[src/rtl/mem_arbiter.sv]
// rtl/mem_arbiter.sv - two-port (fetch/data) arbiter for a shared synchronous memory
module mem_arbiter #(
  parameter int LAT = 1
) (
  input  logic        clk,
  input  logic        reset,
  input  logic        i_req,
  input  logic [31:0] i_addr,
  input  logic        i_kill,
  output logic        i_gnt,
  output logic        i_rvalid,
  output logic [31:0] i_rdata,
  input  logic        d_req,
  input  logic        d_we,
  input  logic [3:0]  d_be,
  input  logic [31:0] d_addr,
  input  logic [31:0] d_wdata,
  output logic        d_gnt,
  output logic        d_rvalid,
  output logic [31:0] d_rdata,
  output logic        m_en,
  output logic        m_we,
  output logic [3:0]  m_be,
  output logic [31:0] m_addr,
  output logic [31:0] m_wdata,
  input  logic [31:0] m_rdata,
  output logic        busy
);

  typedef enum logic {IDLE, BUSY} state_t;

  state_t      state, state_nxt;
  logic [2:0]  cnt;
  logic        owner;      // 0 = fetch port, 1 = data port
  logic        last;       // owner of the previous grant
  logic        kill_pend;
  logic        store_q;    // current D transaction is a store
  logic        grant_i, grant_d;
  logic        done;

  // Arbitration, memory command and next-state decode
  always_comb begin
    grant_i   = 1'b0;
    grant_d   = 1'b0;
    state_nxt = state;
    done      = 1'b0;
    i_gnt     = 1'b0;
    d_gnt     = 1'b0;
    m_en      = 1'b0;
    m_we      = 1'b0;
    m_be      = 4'h0;
    m_addr    = 32'h0;
    m_wdata   = 32'h0;
    busy      = (state == BUSY);

    // Grants are held off while reset is high so no command escapes during reset.
    if (state == IDLE && !reset) begin
      if (i_req && d_req) begin
        grant_i = last;
        grant_d = !last;
      end else begin
        grant_d = d_req;
        grant_i = i_req && !d_req;
      end
    end

    case (state)
      IDLE: if (grant_i || grant_d) state_nxt = BUSY;
      BUSY: begin
        done = (cnt == 3'd1);
        if (done) state_nxt = IDLE;
      end
      default: state_nxt = IDLE;
    endcase

    i_gnt = grant_i;
    d_gnt = grant_d;
    m_en  = grant_i || grant_d;
    if (grant_d) begin
      m_we    = d_we;
      m_be    = d_be;
      m_addr  = d_addr & 32'hFFFF_FFFC;
      m_wdata = d_wdata;
    end else if (grant_i) begin
      m_be    = 4'hF;
      m_addr  = i_addr & 32'hFFFF_FFFC;
    end
  end

  // FSM state register
  always_ff @(posedge clk or posedge reset) begin
    if (reset) state <= IDLE;
    else       state <= state_nxt;
  end

  // Transaction bookkeeping: latency counter, ownership and pending kill
  always_ff @(posedge clk or posedge reset) begin
    if (reset) begin
      cnt       <= 3'd0;
      owner     <= 1'b0;
      last      <= 1'b0;
      kill_pend <= 1'b0;
      store_q   <= 1'b0;
    end else if (grant_i || grant_d) begin
      cnt       <= 3'(LAT);
      owner     <= grant_d;
      last      <= grant_d;
      store_q   <= grant_d && d_we;
      kill_pend <= grant_i && i_kill;
    end else if (state == BUSY) begin
      cnt <= cnt - 3'd1;
      if (done)
        kill_pend <= 1'b0;
      else if (!owner && i_kill)
        kill_pend <= 1'b1;
    end
  end

  // Response capture and one-cycle valid pulses
  always_ff @(posedge clk or posedge reset) begin
    if (reset) begin
      i_rvalid <= 1'b0;
      i_rdata  <= 32'h0;
      d_rvalid <= 1'b0;
      d_rdata  <= 32'h0;
    end else begin
      // A kill arriving in the completion cycle itself is honoured too.
      i_rvalid <= done && !owner && !(kill_pend || i_kill);
      d_rvalid <= done && owner;
      if (done && !owner && !(kill_pend || i_kill))
        i_rdata <= m_rdata;
      if (done && owner && !store_q)
        d_rdata <= m_rdata;
    end
  end

endmodule

[config.mk]
export PLATFORM = sky130hd
export DESIGN_NAME = mem_arbiter
export DESIGN_NICKNAME = d
export VERILOG_FILES = /design/src/rtl/mem_arbiter.sv
export SDC_FILE = /design/constraint.sdc
export NUM_CORES = 1
export LEC_CHECK = 0
export ABC_AREA = 0
export BUFFER_PORTS_ARGS = -buffer_cell sky130_fd_sc_hd__buf_2
export CORE_MARGIN = 4
export CORE_UTILIZATION = 33
export DETAILED_ROUTE_END_ITERATION = 8
export PLACE_DENSITY = 0.72
export SYNTH_ARGS = -nofsm -noshare
export SYNTH_HDL_FRONTEND = slang
export SYNTH_SLANG_ARGS = --single-unit
[constraint.sdc]
create_clock -name clk -period 2 [get_ports clk]
set_input_delay 0.2 -clock clk [delete_from_list [all_inputs] [get_ports clk]]
set_output_delay 0.2 -clock clk [all_outputs]
set_load 0.01 [all_outputs]
==> metrics.txt, run 1 <==
# TYPE chip_impl_metric gauge
chip_impl_metric{name="clkSinkCount",unit=""} 73
chip_impl_metric{name="switching_share",unit=""} 0.351
chip_impl_metric{name="power",unit="mW"} 7.00
chip_impl_metric{name="critPathMaxFanout",unit=""} 26
chip_impl_metric{name="cell_internal_pwr",unit="mW"} 4.55
chip_impl_metric{name="min_delay_path_depth",unit=""} 2
chip_impl_metric{name="synthCells",unit=""} 256
chip_impl_info{name="cp_slowest_cell",value="dfrtp_2"} 1
chip_impl_metric{name="worstPathBufferInverterCount",unit=""} 2
chip_impl_info{name="worst_path_cell_chain",value="nor2_2 > and3_4 > buf_12 > a22o_1 > buf_2"} 1
chip_impl_metric{name="post-route-worst-setup-slack",unit="ns"} 0.0482
chip_impl_metric{name="p_switching",unit="mW"} 2.46
chip_impl_metric{name="period_needed",unit="ns"} 1.95
chip_impl_metric{name="ys_types",unit=""} 31
chip_impl_metric{name="synth_top_cell_area_share",unit=""} 0.521
chip_impl_metric{name="place.detailed.hpwl",unit="mm"} 10.9
chip_impl_metric{name="overall_via_count_from_detail_route",unit=""} 3254
chip_impl_metric{name="insertion_delay",unit="ns"} 0.34
chip_impl_metric{name="utilization",unit=""} 0.537
chip_impl_metric{name="preCtsSetupSlack",unit="ns"} 0.00746
chip_impl_metric{name="power.combinational.fraction",unit=""} 0.488
chip_impl_metric{name="wire_length_of_the_first_global_routing_pass",unit="mm"} 20.3
chip_impl_metric{name="cts_inserted_buffers",unit=""} 9
chip_impl_info{name="timing.critical_path.max_delay_family",value="flip-flops"} 1
chip_impl_metric{name="number_of_port_buffers",unit=""} 270
chip_impl_metric{name="muxShareOfSynthArea",unit=""} 0.237
chip_impl_metric{name="power_frac_seq",unit=""} 0.370
chip_impl_info{name="min-delay-start",value="i_req"} 1
chip_impl_info{name="worst_r2r_endpoint",value="i_rdata[16]"} 1
chip_impl_metric{name="finish.net_count",unit=""} 684
chip_impl_metric{name="worst_clock_skew",unit="ns"} 0.00540
chip_impl_metric{name="timing.reg2reg.setup_slack",unit="ns"} 0.13
chip_impl_metric{name="pin_count_of_the_biggest_net_entering_global_routing",unit=""} 40
chip_impl_info{name="criticalPathCategory",value="reg2out"} 1
chip_impl_metric{name="gp_routability_congestion",unit=""} 0.882
chip_impl_metric{name="wl",unit="mm"} 14.0
chip_impl_metric{name="cts.clk_slew.worst_paths",unit="ns"} 0.07
chip_impl_metric{name="antenna_cells_inserted",unit=""} 0
chip_impl_metric{name="complex_gate_fraction_of_the_synthesized_area",unit=""} 0.108
chip_impl_metric{name="global_route.overflow_total",unit=""} 0
chip_impl_metric{name="relative_area_change_from_synthesis_to_final_layout",unit="%"} 58.0
chip_impl_metric{name="die_width",unit="µm"} 111
chip_impl_metric{name="die_height",unit="µm"} 111
chip_impl_metric{name="number_of_placement_rows",unit=""} 37
chip_impl_metric{name="drv_slew",unit=""} 0
chip_impl_metric{name="met2_wirelength",unit="mm"} 7.19
chip_impl_metric{name="drc",unit=""} 0
chip_impl_info{name="worst_setup_path_end_kind",value="primary output"} 1
chip_impl_info{name="hp_class",value="in2reg"} 1
chip_impl_metric{name="post_route_met1_wirelength",unit="mm"} 4.97
chip_impl_info{name="worst_hold_path.endpoint",value="last"} 1
chip_impl_metric{name="final_antenna_net_count",unit=""} 0
chip_impl_metric{name="floorplan.core_area",unit="mm²"} 0.0103
chip_impl_metric{name="avgSynthCellArea",unit="µm²"} 13.7
chip_impl_info{name="synth_area_leader_cell",value="dfrtp_1"} 1
chip_impl_info{name="layout.cells.most_common",value="buf_2"} 1
chip_impl_info{name="synth.area.top_cells",value="dfrtp_1, mux2_4, mux2_2"} 1
chip_impl_metric{name="clock.fmax",unit="MHz"} 512
chip_impl_info{name="maxUsedRoutingLayer",value="met4"} 1
chip_impl_metric{name="clockPowerShare",unit=""} 0.142
chip_impl_info{name="grt_setup_unrepaired",value="true"} 1
chip_impl_metric{name="xor_xnor_fraction_of_synth_area",unit=""} 0.00499
chip_impl_metric{name="r2r.worst_path.cells",unit=""} 6
chip_impl_metric{name="wl_met3",unit="mm"} 1.24
chip_impl_info{name="cts_tree",value="done"} 1
chip_impl_metric{name="die_area",unit="mm²"} 0.0123
chip_impl_info{name="clockRootBuffer",value="clkbuf_8"} 1
chip_impl_metric{name="critical_path.max_stage_delay",unit="ns"} 0.44
chip_impl_metric{name="htree_num_levels",unit=""} 3
chip_impl_info{name="layout.cells.most_common_list",value="buf_2, dfrtp_1, and2_1"} 1
chip_impl_info{name="cp-start-kind",value="register"} 1
chip_impl_metric{name="antenna_found_initial",unit=""} 0
chip_impl_metric{name="synth-seq-cells",unit=""} 73
chip_impl_info{name="reg2reg_from",value="cnt[1]"} 1
chip_impl_metric{name="drv_cap",unit=""} 0
chip_impl_metric{name="worst-endpoint-arrival",unit="ns"} 1.75
chip_impl_metric{name="post_synth_instance_area",unit="mm²"} 0.00351
chip_impl_metric{name="synth-seq-area-share",unit=""} 0.521
chip_impl_metric{name="grt_pass1_vias",unit=""} 3464
chip_impl_metric{name="leakagePower",unit="nW"} 3.12
chip_impl_metric{name="timing.final.setup_violations",unit=""} 0
chip_impl_metric{name="fin_tns_setup",unit="ns"} 0
chip_impl_metric{name="hold_fails_final_rpt",unit=""} 0
chip_impl_metric{name="final_layout_size_suffix_gt1_frac",unit=""} 0.697
chip_impl_metric{name="synth_simple_gate_area_frac",unit=""} 0.0788
chip_impl_metric{name="max-vdd-ir-drop",unit="mV"} 0.553
chip_impl_info{name="largest_family_of_logic_cells_by_synthesized_area",value="multiplexers"} 1
chip_impl_metric{name="period_share",unit=""} 0.976
chip_impl_metric{name="synth_adder_area_share",unit=""} 0.00714
chip_impl_metric{name="global_route.usage.total",unit=""} 0.216
chip_impl_info{name="run_status",value="finished, final reports clean"} 1
chip_impl_metric{name="dr_iter_0_viols",unit=""} 197
chip_impl_metric{name="detail_route.first_pass.iterations",unit=""} 5
chip_impl_metric{name="ios",unit=""} 277
chip_impl_metric{name="routedWlPerCell",unit="µm"} 20.4
chip_impl_metric{name="worst_ep_required_time",unit="ns"} 1.80
chip_impl_metric{name="cts_buffer_depth",unit=""} 2
chip_impl_metric{name="synthesis.yosys.warnings",unit=""} 0
chip_impl_metric{name="routed_via_density",unit=""} 4.76
chip_impl_metric{name="floorplan.initialDensity",unit=""} 0.340
chip_impl_metric{name="power_dens_cells",unit="mW/mm²"} 1260
[final cells by class]
cell class                 instances  area [µm²]
clock buffer                      12         145
sequential                        73        1830
fill                             907        4780
timing repair buffer             296        1770
tap                              136         170
clock inverter                     3        17.5
inverter                           7        30.0
multi-input combinational        157        1580
[cells by family after synthesis]
logic type / after synthesis
AND/OR/NAND/NOR: 44
multiplexers: 64
XOR/XNOR: 2
buffers and inverters: 27
flip-flops: 73
other: 1
AO/OA/AOI/OAI: 43
adder cells (fa/ha/maj): 2
[metal layers]
| metal | GRT usage | vias to the layer above |
|---|---|---|
| li1 | - | 1484 |
| met1 | 0.239 | 1556 |
| met2 | 0.379 | 185 |
| met3 | 0.0655 | 29 |
| met4 | 0.0998 | 0 |
| met5 | 0 | - |
[sequential cells by signal, indices dropped and copies added (netlist names)]
register / count
busy: 1
d_rdata: 32
kill_pend: 1
store_q: 1
i_rvalid: 1
d_rvalid: 1
cnt: 3
i_rdata: 32
last: 1
[Yosys cell counts]
| library cell | number |
|---|---|
| and2_1 | 33 |
| a32o_1 | 1 |
| nand2_1 | 3 |
| a21oi_1 | 1 |
| o21ai_0 | 1 |
| mux2_1 | 4 |
| mux2_4 | 29 |
| clkinv_1 | 1 |
| xnor2_1 | 1 |
| buf_2 | 8 |
| buf_4 | 2 |
| nand3b_4 | 1 |
| dfrtp_1 | 73 |
| mux2_2 | 31 |
| nor2_1 | 4 |
| ha_1 | 2 |
| buf_6 | 4 |
| and3_1 | 1 |
| conb_1 | 1 |
| clkbuf_1 | 4 |
| a2111oi_4 | 1 |
| o21a_1 | 5 |
| a22o_1 | 31 |
| a31o_2 | 1 |
| a211oi_1 | 1 |
| or4_1 | 1 |
| nor3_2 | 1 |
| inv_1 | 6 |
| a31oi_1 | 1 |
| buf_1 | 2 |
| xor2_1 | 1 |
[worst max path at each step]
stage	start	to	slack (ns)	cells past startpoint
after floorplan	cnt[1]	i_rdata[0]	0.18	7
after global placement	cnt[1]	i_rdata[24]	0.04	6
after detailed placement	cnt[1]	i_rdata[18]	0.007	6
after CTS	last	m_addr[31]	0.006	6
after global routing	last	m_addr[3]	-0.04	6
final	busy	m_addr[15]	0.05	5
[metrics by stage]
stage | instances | hold slack (ns) | cell area, µm²
floorplan | 257 | 0.297 | 3510
global placement | 655 | 0.257 | 5070
detailed placement | 655 | 0.266 | 5070
CTS | 680 | 0.0565 | 5430
global route | 684 | 0.0753 | 5540
finish | 684 | 0.0777 | 5540
[power groups by stage]
stage | Sequential (mW) | Clock, mW | Combinational (mW)
after floorplan | 2.89 | 0 | 1.54
after global routing | 2.68 | 1.09 | 3.66
after CTS | 2.59 | 1.03 | 3.39
after detailed placement | 2.63 | 0 | 3.21
final | 2.59 | 0.994 | 3.42
after global placement | 2.60 | 0 | 3.14
[what timing repair did]
action	in CTS	in global routing
hold buffers	1	0
resized for setup	8	18
setup endpoints to repair	87	62
pin swaps	2	4
setup buffers	5	1
gates cloned	4	3
hold endpoints to repair	13	0
Power figures use the tool's default switching activity.
==> run 2: changes to the inputs <==
Settings changed: CTS_BUF_LIST set to sky130_fd_sc_hd__clkbuf_2.
==> metrics.txt, run 2 (synthesized netlist as in run 1, its figures left out) <==
# TYPE chip_impl_metric gauge
chip_impl_info{name="run_status",value="finished, violations left"} 1
chip_impl_info{name="violated_checks",value="negative setup slack"} 1
chip_impl_metric{name="floorplan.core_area",unit="mm²"} 0.0103
chip_impl_metric{name="routed_via_density",unit=""} 4.74
chip_impl_info{name="layout.cells.most_common_list",value="buf_2, dfrtp_1, dlygate4sd3_1"} 1
chip_impl_metric{name="global_route.overflow_total",unit=""} 0
chip_impl_metric{name="final.hold.worst_slack",unit="ns"} 0.171
chip_impl_metric{name="gp_routability_congestion",unit=""} 0.882
chip_impl_metric{name="number_of_placement_rows",unit=""} 37
chip_impl_info{name="critical_path.startpoint",value="last"} 1
chip_impl_metric{name="floorplan.initialDensity",unit=""} 0.340
chip_impl_metric{name="place.detailed.hpwl",unit="mm"} 10.9
chip_impl_metric{name="max-vdd-ir-drop",unit="mV"} 0.585
chip_impl_metric{name="power_dens_cells",unit="mW/mm²"} 1130
chip_impl_metric{name="drc",unit=""} 0
chip_impl_metric{name="worst-endpoint-arrival",unit="ns"} 1.95
chip_impl_metric{name="power_frac_seq",unit=""} 0.375
chip_impl_metric{name="worst_ep_required_time",unit="ns"} 1.80
chip_impl_metric{name="drv_slew",unit=""} 0
chip_impl_metric{name="grt_pass1_vias",unit=""} 3645
chip_impl_metric{name="die_area",unit="mm²"} 0.0123
chip_impl_metric{name="hold_fails_final_rpt",unit=""} 0
chip_impl_metric{name="overall_via_count_from_detail_route",unit=""} 3448
chip_impl_metric{name="met1_layer_usage_reported_by_global_route",unit=""} 0.236
chip_impl_metric{name="leakagePower",unit="nW"} 3.33
chip_impl_info{name="hp_class",value="in2reg"} 1
chip_impl_metric{name="finish.net_count",unit=""} 727
chip_impl_metric{name="cts.clk_slew.worst_paths",unit="ns"} 0.19
chip_impl_metric{name="htree_num_levels",unit=""} 3
chip_impl_metric{name="drv_cap",unit=""} 0
chip_impl_metric{name="multi_input_area",unit="mm²"} 0.00163
chip_impl_metric{name="relative_area_change_from_synthesis_to_final_layout",unit="%"} 74.6
chip_impl_metric{name="regArea",unit="mm²"} 0.00183
chip_impl_metric{name="power",unit="mW"} 6.92
chip_impl_metric{name="cts_inserted_buffers",unit=""} 9
chip_impl_metric{name="period_needed",unit="ns"} 2.15
chip_impl_metric{name="worst_clock_skew",unit="ns"} 0.0228
chip_impl_info{name="grt_setup_unrepaired",value="true"} 1
chip_impl_metric{name="critPathMaxFanout",unit=""} 13
chip_impl_metric{name="final_layout_size_suffix_gt1_frac",unit=""} 0.680
chip_impl_metric{name="antenna_found_initial",unit=""} 1
chip_impl_metric{name="number_of_port_buffers",unit=""} 270
chip_impl_metric{name="insertion_delay",unit="ns"} 0.49
chip_impl_info{name="clockRootBuffer",value="clkbuf_2"} 1
chip_impl_metric{name="cell_internal_pwr",unit="mW"} 4.41
chip_impl_metric{name="final_cell_area",unit="mm²"} 0.00612
chip_impl_metric{name="post-route-worst-setup-slack",unit="ns"} -0.149
chip_impl_metric{name="clkSinkCount",unit=""} 73
chip_impl_metric{name="clock.fmax",unit="MHz"} 465
chip_impl_metric{name="routedWlPerCell",unit="µm"} 20.5
chip_impl_info{name="worst_setup_path_end_kind",value="primary output"} 1
chip_impl_info{name="cp-start-kind",value="register"} 1
chip_impl_metric{name="utilization",unit=""} 0.593
chip_impl_metric{name="p_switching",unit="mW"} 2.51
chip_impl_info{name="reg2reg_from",value="cnt[1]"} 1
chip_impl_metric{name="timing.final.setup_violations",unit=""} 59
chip_impl_metric{name="global_route.usage.total",unit=""} 0.219
chip_impl_info{name="criticalPathCategory",value="reg2out"} 1
chip_impl_metric{name="switching_share",unit=""} 0.363
chip_impl_metric{name="die_height",unit="µm"} 111
chip_impl_info{name="min-delay-start",value="i_req"} 1
chip_impl_info{name="cts_tree",value="done"} 1
chip_impl_metric{name="fin_tns_setup",unit="ns"} -4.36
chip_impl_metric{name="wire_length_of_the_first_global_routing_pass",unit="mm"} 20.9
chip_impl_info{name="layout.cells.most_common",value="buf_2"} 1
chip_impl_info{name="top_regs",value="d_rdata (32), i_rdata (32), cnt (3)"} 1
chip_impl_metric{name="grt_util_met2",unit=""} 0.379
chip_impl_metric{name="wl",unit="mm"} 14.9
chip_impl_metric{name="die_width",unit="µm"} 111
chip_impl_info{name="most_heavily_used_metal_layer_in_global_routing",value="met2"} 1
chip_impl_metric{name="cts_buffer_depth",unit=""} 2
chip_impl_metric{name="detail_route.first_pass.iterations",unit=""} 6
chip_impl_metric{name="power.combinational.fraction",unit=""} 0.533
chip_impl_metric{name="clockPowerShare",unit=""} 0.092
chip_impl_metric{name="pin_count_of_the_biggest_net_entering_global_routing",unit=""} 40
chip_impl_metric{name="fillCellCount",unit=""} 834
chip_impl_metric{name="final_antenna_net_count",unit=""} 0
chip_impl_metric{name="dpl_cell_area",unit="mm²"} 0.00507
chip_impl_metric{name="period_share",unit=""} 1.07
chip_impl_metric{name="dr_iter_0_viols",unit=""} 188
chip_impl_metric{name="ios",unit=""} 277
chip_impl_metric{name="globalRouteMet3Util",unit=""} 0.0737
## run 2: layout make-up
| cell class | instances | share of cell area |
|---|---|---|
| diodes | 1 | 0.000409 |
| clock buffers | 11 | 0.00899 |
| flip-flops and latches | 73 | 0.299 |
| multi-input cells | 158 | 0.265 |
| inverters | 7 | 0.00490 |
| clock inverters | 4 | 0.00347 |
| repair buffers | 338 | 0.390 |
| well taps | 136 | 0.0278 |
## run 2: power groups by stage
stage,clock network [mW],logic (mW),registers (mW)
after floorplan,0,1.54,2.89
after CTS,0.684,3.51,2.58
after global routing,0.738,3.91,2.67
after detailed placement,0,3.21,2.63
after global placement,0,3.14,2.60
final,0.640,3.69,2.59
## run 2: what timing repair did
item / in CTS / in global routing
hold endpoints to repair: 80 / 0
resized for setup: 49 / 29
cloned: 3 / 11
endpoints found under the setup margin: 101 / 102
pin swaps: 4 / 0
hold buffers: 37 / 0
setup buffers: 6 / 0
## run 2: path summary, 6_finish.rpt
path                                to  slack (ns)  cells after the start
min in group asynchronous    kill_pend        0.31                      3
min                             cnt[2]        0.17                      4
max                         m_addr[15]       -0.15                      6
max in group asynchronous  d_rdata[15]        1.10                      4
min reg2reg                d_rdata[14]        0.51                      1
max reg2reg                i_rdata[29]        0.13                      6
## run 2: per-stage QoR
step	setup WS (ns)	cells
final	-0.149	728
after global routing	-0.293	728
after CTS	-0.185	716
after detailed placement	0.00746	655
after global placement	0.0367	655
after floorplan	0.182	257
## run 2: critical path, cell delays in order (launching register included)
cell and delay, ns:
dfrtp_1 0.42, buf_4 0.16, nand2_2 0.08, and3_4 0.29, buf_12 0.16, a22o_1 0.19
buf_2 0.15
## run 2: metal layers
metal | routed length [µm] | vias to the layer above
li1 | - | 1578
met1 | 5420 | 1643
met3 | 1220 | 34
met2 | 7550 | 193
met5 | 0 | -
met4 | 733 | 0
==> run 3: changes to the inputs <==
Settings changed: BUFFER_PORTS_ARGS -buffer_cell sky130_fd_sc_hd__buf_2 to -buffer_cell sky130_fd_sc_hd__buf_4, CTS_CLUSTER_DIAMETER set to 30.
==> metrics.txt, run 3 (synthesized netlist as in run 1, its figures left out) <==
# TYPE chip_impl_metric gauge
chip_impl_info{name="layout.cells.most_common",value="buf_4"} 1
chip_impl_metric{name="timing.final.setup_violations",unit=""} 81
chip_impl_metric{name="worst_clock_skew",unit="ns"} 0.0270
chip_impl_info{name="worst_setup_path_end_kind",value="register"} 1
chip_impl_metric{name="cts_inserted_buffers",unit=""} 9
chip_impl_info{name="top_regs",value="d_rdata (32), i_rdata (32), cnt (3)"} 1
chip_impl_info{name="violated_checks",value="negative setup slack"} 1
chip_impl_metric{name="pin_count_of_the_biggest_net_entering_global_routing",unit=""} 74
chip_impl_info{name="criticalPathCategory",value="reg2reg"} 1
chip_impl_info{name="cp_endpoint",value="i_rdata[0]"} 1
chip_impl_metric{name="die_height",unit="µm"} 111
chip_impl_metric{name="period_needed",unit="ns"} 2.15
chip_impl_metric{name="worst-endpoint-arrival",unit="ns"} 2.54
chip_impl_info{name="clockRootBuffer",value="clkbuf_2"} 1
chip_impl_metric{name="dr_iter_0_viols",unit=""} 156
chip_impl_metric{name="place.detailed.hpwl",unit="mm"} 10.8
chip_impl_metric{name="utilization",unit=""} 0.650
chip_impl_metric{name="wl",unit="mm"} 14.7
chip_impl_metric{name="period_share",unit=""} 1.08
chip_impl_metric{name="global_route.usage.total",unit=""} 0.230
chip_impl_info{name="grt_setup_unrepaired",value="true"} 1
chip_impl_metric{name="finish.net_count",unit=""} 722
chip_impl_metric{name="gp_routability_congestion",unit=""} 0.936
chip_impl_metric{name="floorplan.core_area",unit="mm²"} 0.0103
chip_impl_metric{name="worst_ep_required_time",unit="ns"} 2.39
chip_impl_metric{name="number_of_placement_rows",unit=""} 37
chip_impl_metric{name="cts.clk_slew.worst_paths",unit="ns"} 0.19
chip_impl_metric{name="floorplan.initialDensity",unit=""} 0.340
chip_impl_metric{name="cts_buffer_depth",unit=""} 2
chip_impl_metric{name="antenna_cells_inserted",unit=""} 0
chip_impl_metric{name="wire_length_of_the_first_global_routing_pass",unit="mm"} 21.8
chip_impl_metric{name="clkSinkCount",unit=""} 73
chip_impl_metric{name="leakagePower",unit="nW"} 3.51
chip_impl_info{name="most_heavily_used_metal_layer_in_global_routing",value="met2"} 1
chip_impl_metric{name="hold_fails_final_rpt",unit=""} 0
chip_impl_metric{name="detail_route.first_pass.iterations",unit=""} 5
chip_impl_metric{name="met1_layer_usage_reported_by_global_route",unit=""} 0.256
chip_impl_info{name="cp-start-kind",value="register"} 1
chip_impl_metric{name="post-route-worst-setup-slack",unit="ns"} -0.150
chip_impl_metric{name="final_cell_area",unit="mm²"} 0.00672
chip_impl_metric{name="drv_cap",unit=""} 0
chip_impl_metric{name="ios",unit=""} 277
chip_impl_metric{name="drc",unit=""} 0
chip_impl_info{name="critical_path.startpoint",value="cnt[1]"} 1
chip_impl_metric{name="regArea",unit="mm²"} 0.00183
chip_impl_metric{name="antenna_found_initial",unit=""} 0
chip_impl_metric{name="dpl_cell_area",unit="mm²"} 0.00574
chip_impl_metric{name="global_route.overflow_total",unit=""} 0
chip_impl_metric{name="final_layout_size_suffix_gt1_frac",unit=""} 0.697
chip_impl_metric{name="insertion_delay",unit="ns"} 0.50
chip_impl_metric{name="final_antenna_net_count",unit=""} 0
chip_impl_metric{name="grt_pass1_vias",unit=""} 3723
chip_impl_metric{name="timing.reg2reg.setup_slack",unit="ns"} -0.15
chip_impl_metric{name="drv_slew",unit=""} 0
chip_impl_metric{name="multi_input_area",unit="mm²"} 0.00163
chip_impl_info{name="cts_tree",value="done"} 1
chip_impl_metric{name="grt_util_met2",unit=""} 0.405
chip_impl_info{name="run_status",value="finished, violations left"} 1
chip_impl_metric{name="fillCellCount",unit=""} 763
chip_impl_info{name="reg2reg_from",value="cnt[1]"} 1
chip_impl_metric{name="die_area",unit="mm²"} 0.0123
chip_impl_metric{name="overall_via_count_from_detail_route",unit=""} 3409
chip_impl_metric{name="routed_via_density",unit=""} 4.72
chip_impl_metric{name="htree_num_levels",unit=""} 3
chip_impl_info{name="hp_class",value="in2reg"} 1
chip_impl_info{name="layout.cells.most_common_list",value="buf_4, dfrtp_1, dlygate4sd3_1"} 1
chip_impl_metric{name="globalRouteMet3Util",unit=""} 0.0677
chip_impl_metric{name="r2r.worst_path.cells",unit=""} 6
chip_impl_metric{name="number_of_port_buffers",unit=""} 270
chip_impl_metric{name="routedWlPerCell",unit="µm"} 20.4
chip_impl_metric{name="die_width",unit="µm"} 111
chip_impl_metric{name="clock.fmax",unit="MHz"} 465
chip_impl_metric{name="power_dens_cells",unit="mW/mm²"} 1140
chip_impl_metric{name="relative_area_change_from_synthesis_to_final_layout",unit="%"} 91.5
chip_impl_metric{name="critPathMaxFanout",unit=""} 16
chip_impl_info{name="worst_r2r_endpoint",value="i_rdata[0]"} 1
chip_impl_metric{name="max-vdd-ir-drop",unit="mV"} 0.576
[run 3: changes by cell type in the layout (fill, tap and decap cells not counted), moves of 3 or more]
cell and change:
buf_2 -235, and2_4 +18, clkbuf_16 -5, buf_4 +232, buf_8 +3, and2_1 -18
[run 3: how the worst min path moves through the flow]
| stage | cells past startpoint | from | endpoint | slack, ns |
|---|---|---|---|---|
| detailed placement | 3 | reset | d_rdata[9] | 0.37 |
| global route | 4 | i_req | cnt[0] | 0.08 |
| CTS | 4 | i_req | cnt[0] | 0.08 |
| floorplan | 1 | i_req | last | 0.30 |
| finish | 4 | i_req | cnt[2] | 0.12 |
| global placement | 3 | reset | last | 0.36 |
[run 3: cell type report]
| class | instances | area share |
|---|---|---|
| inverters | 7 | 0.00447 |
| clock inverters | 7 | 0.0127 |
| clock buffers | 9 | 0.00671 |
| flip-flops and latches | 73 | 0.272 |
| repair buffers | 334 | 0.435 |
| well taps | 136 | 0.0253 |
| multi-input cells | 157 | 0.243 |
[run 3: metrics by stage]
stage	hold slack [ns]	setup TNS, ns	std cells	power (mW)	setup WS, ns
after floorplan	0.297	0	257	4.43	0.182
after global placement	0.361	0	654	6.29	0.0320
after detailed placement	0.367	0	654	6.40	0.0108
after CTS	0.0825	-10.38	719	7.58	-0.160
after global routing	0.0766	-17.46	723	8.09	-0.247
final	0.117	-6.28	723	7.63	-0.150
[run 3: what timing repair did]
item / in CTS / in global routing
buffers inserted: 7 / 1
hold buffers: 37 / 0
hold endpoints to repair: 140 / 0
gates resized for setup: 27 / 48
setup endpoints to repair: 93 / 101
pin swaps: 3 / 16
cloned: 5 / 3
[run 3: report_power, final]
part           leakage (nW)  total [mW]  switching, mW  internal (mW)
logic                  2.55        4.11           1.62           2.49
clock network        0.0784       0.907          0.504          0.402
registers             0.890        2.62          0.431           2.19
total                  3.51        7.63           2.55           5.08
[run 3: per-layer routing]
layer	up-vias	part of all wire
met5	-	0
li1	1564	-
met1	1637	0.37
met3	25	0.074
met2	183	0.52
met4	0	0.039
[run 3: worst max-delay path: stages, from the launching register on]
cell,delay [ns]
dfrtp_1,0.42
inv_1,0.08
ha_1,0.19
nand3b_4,0.08
or4_2,0.63
bufbuf_16,0.35
mux2_4,0.30
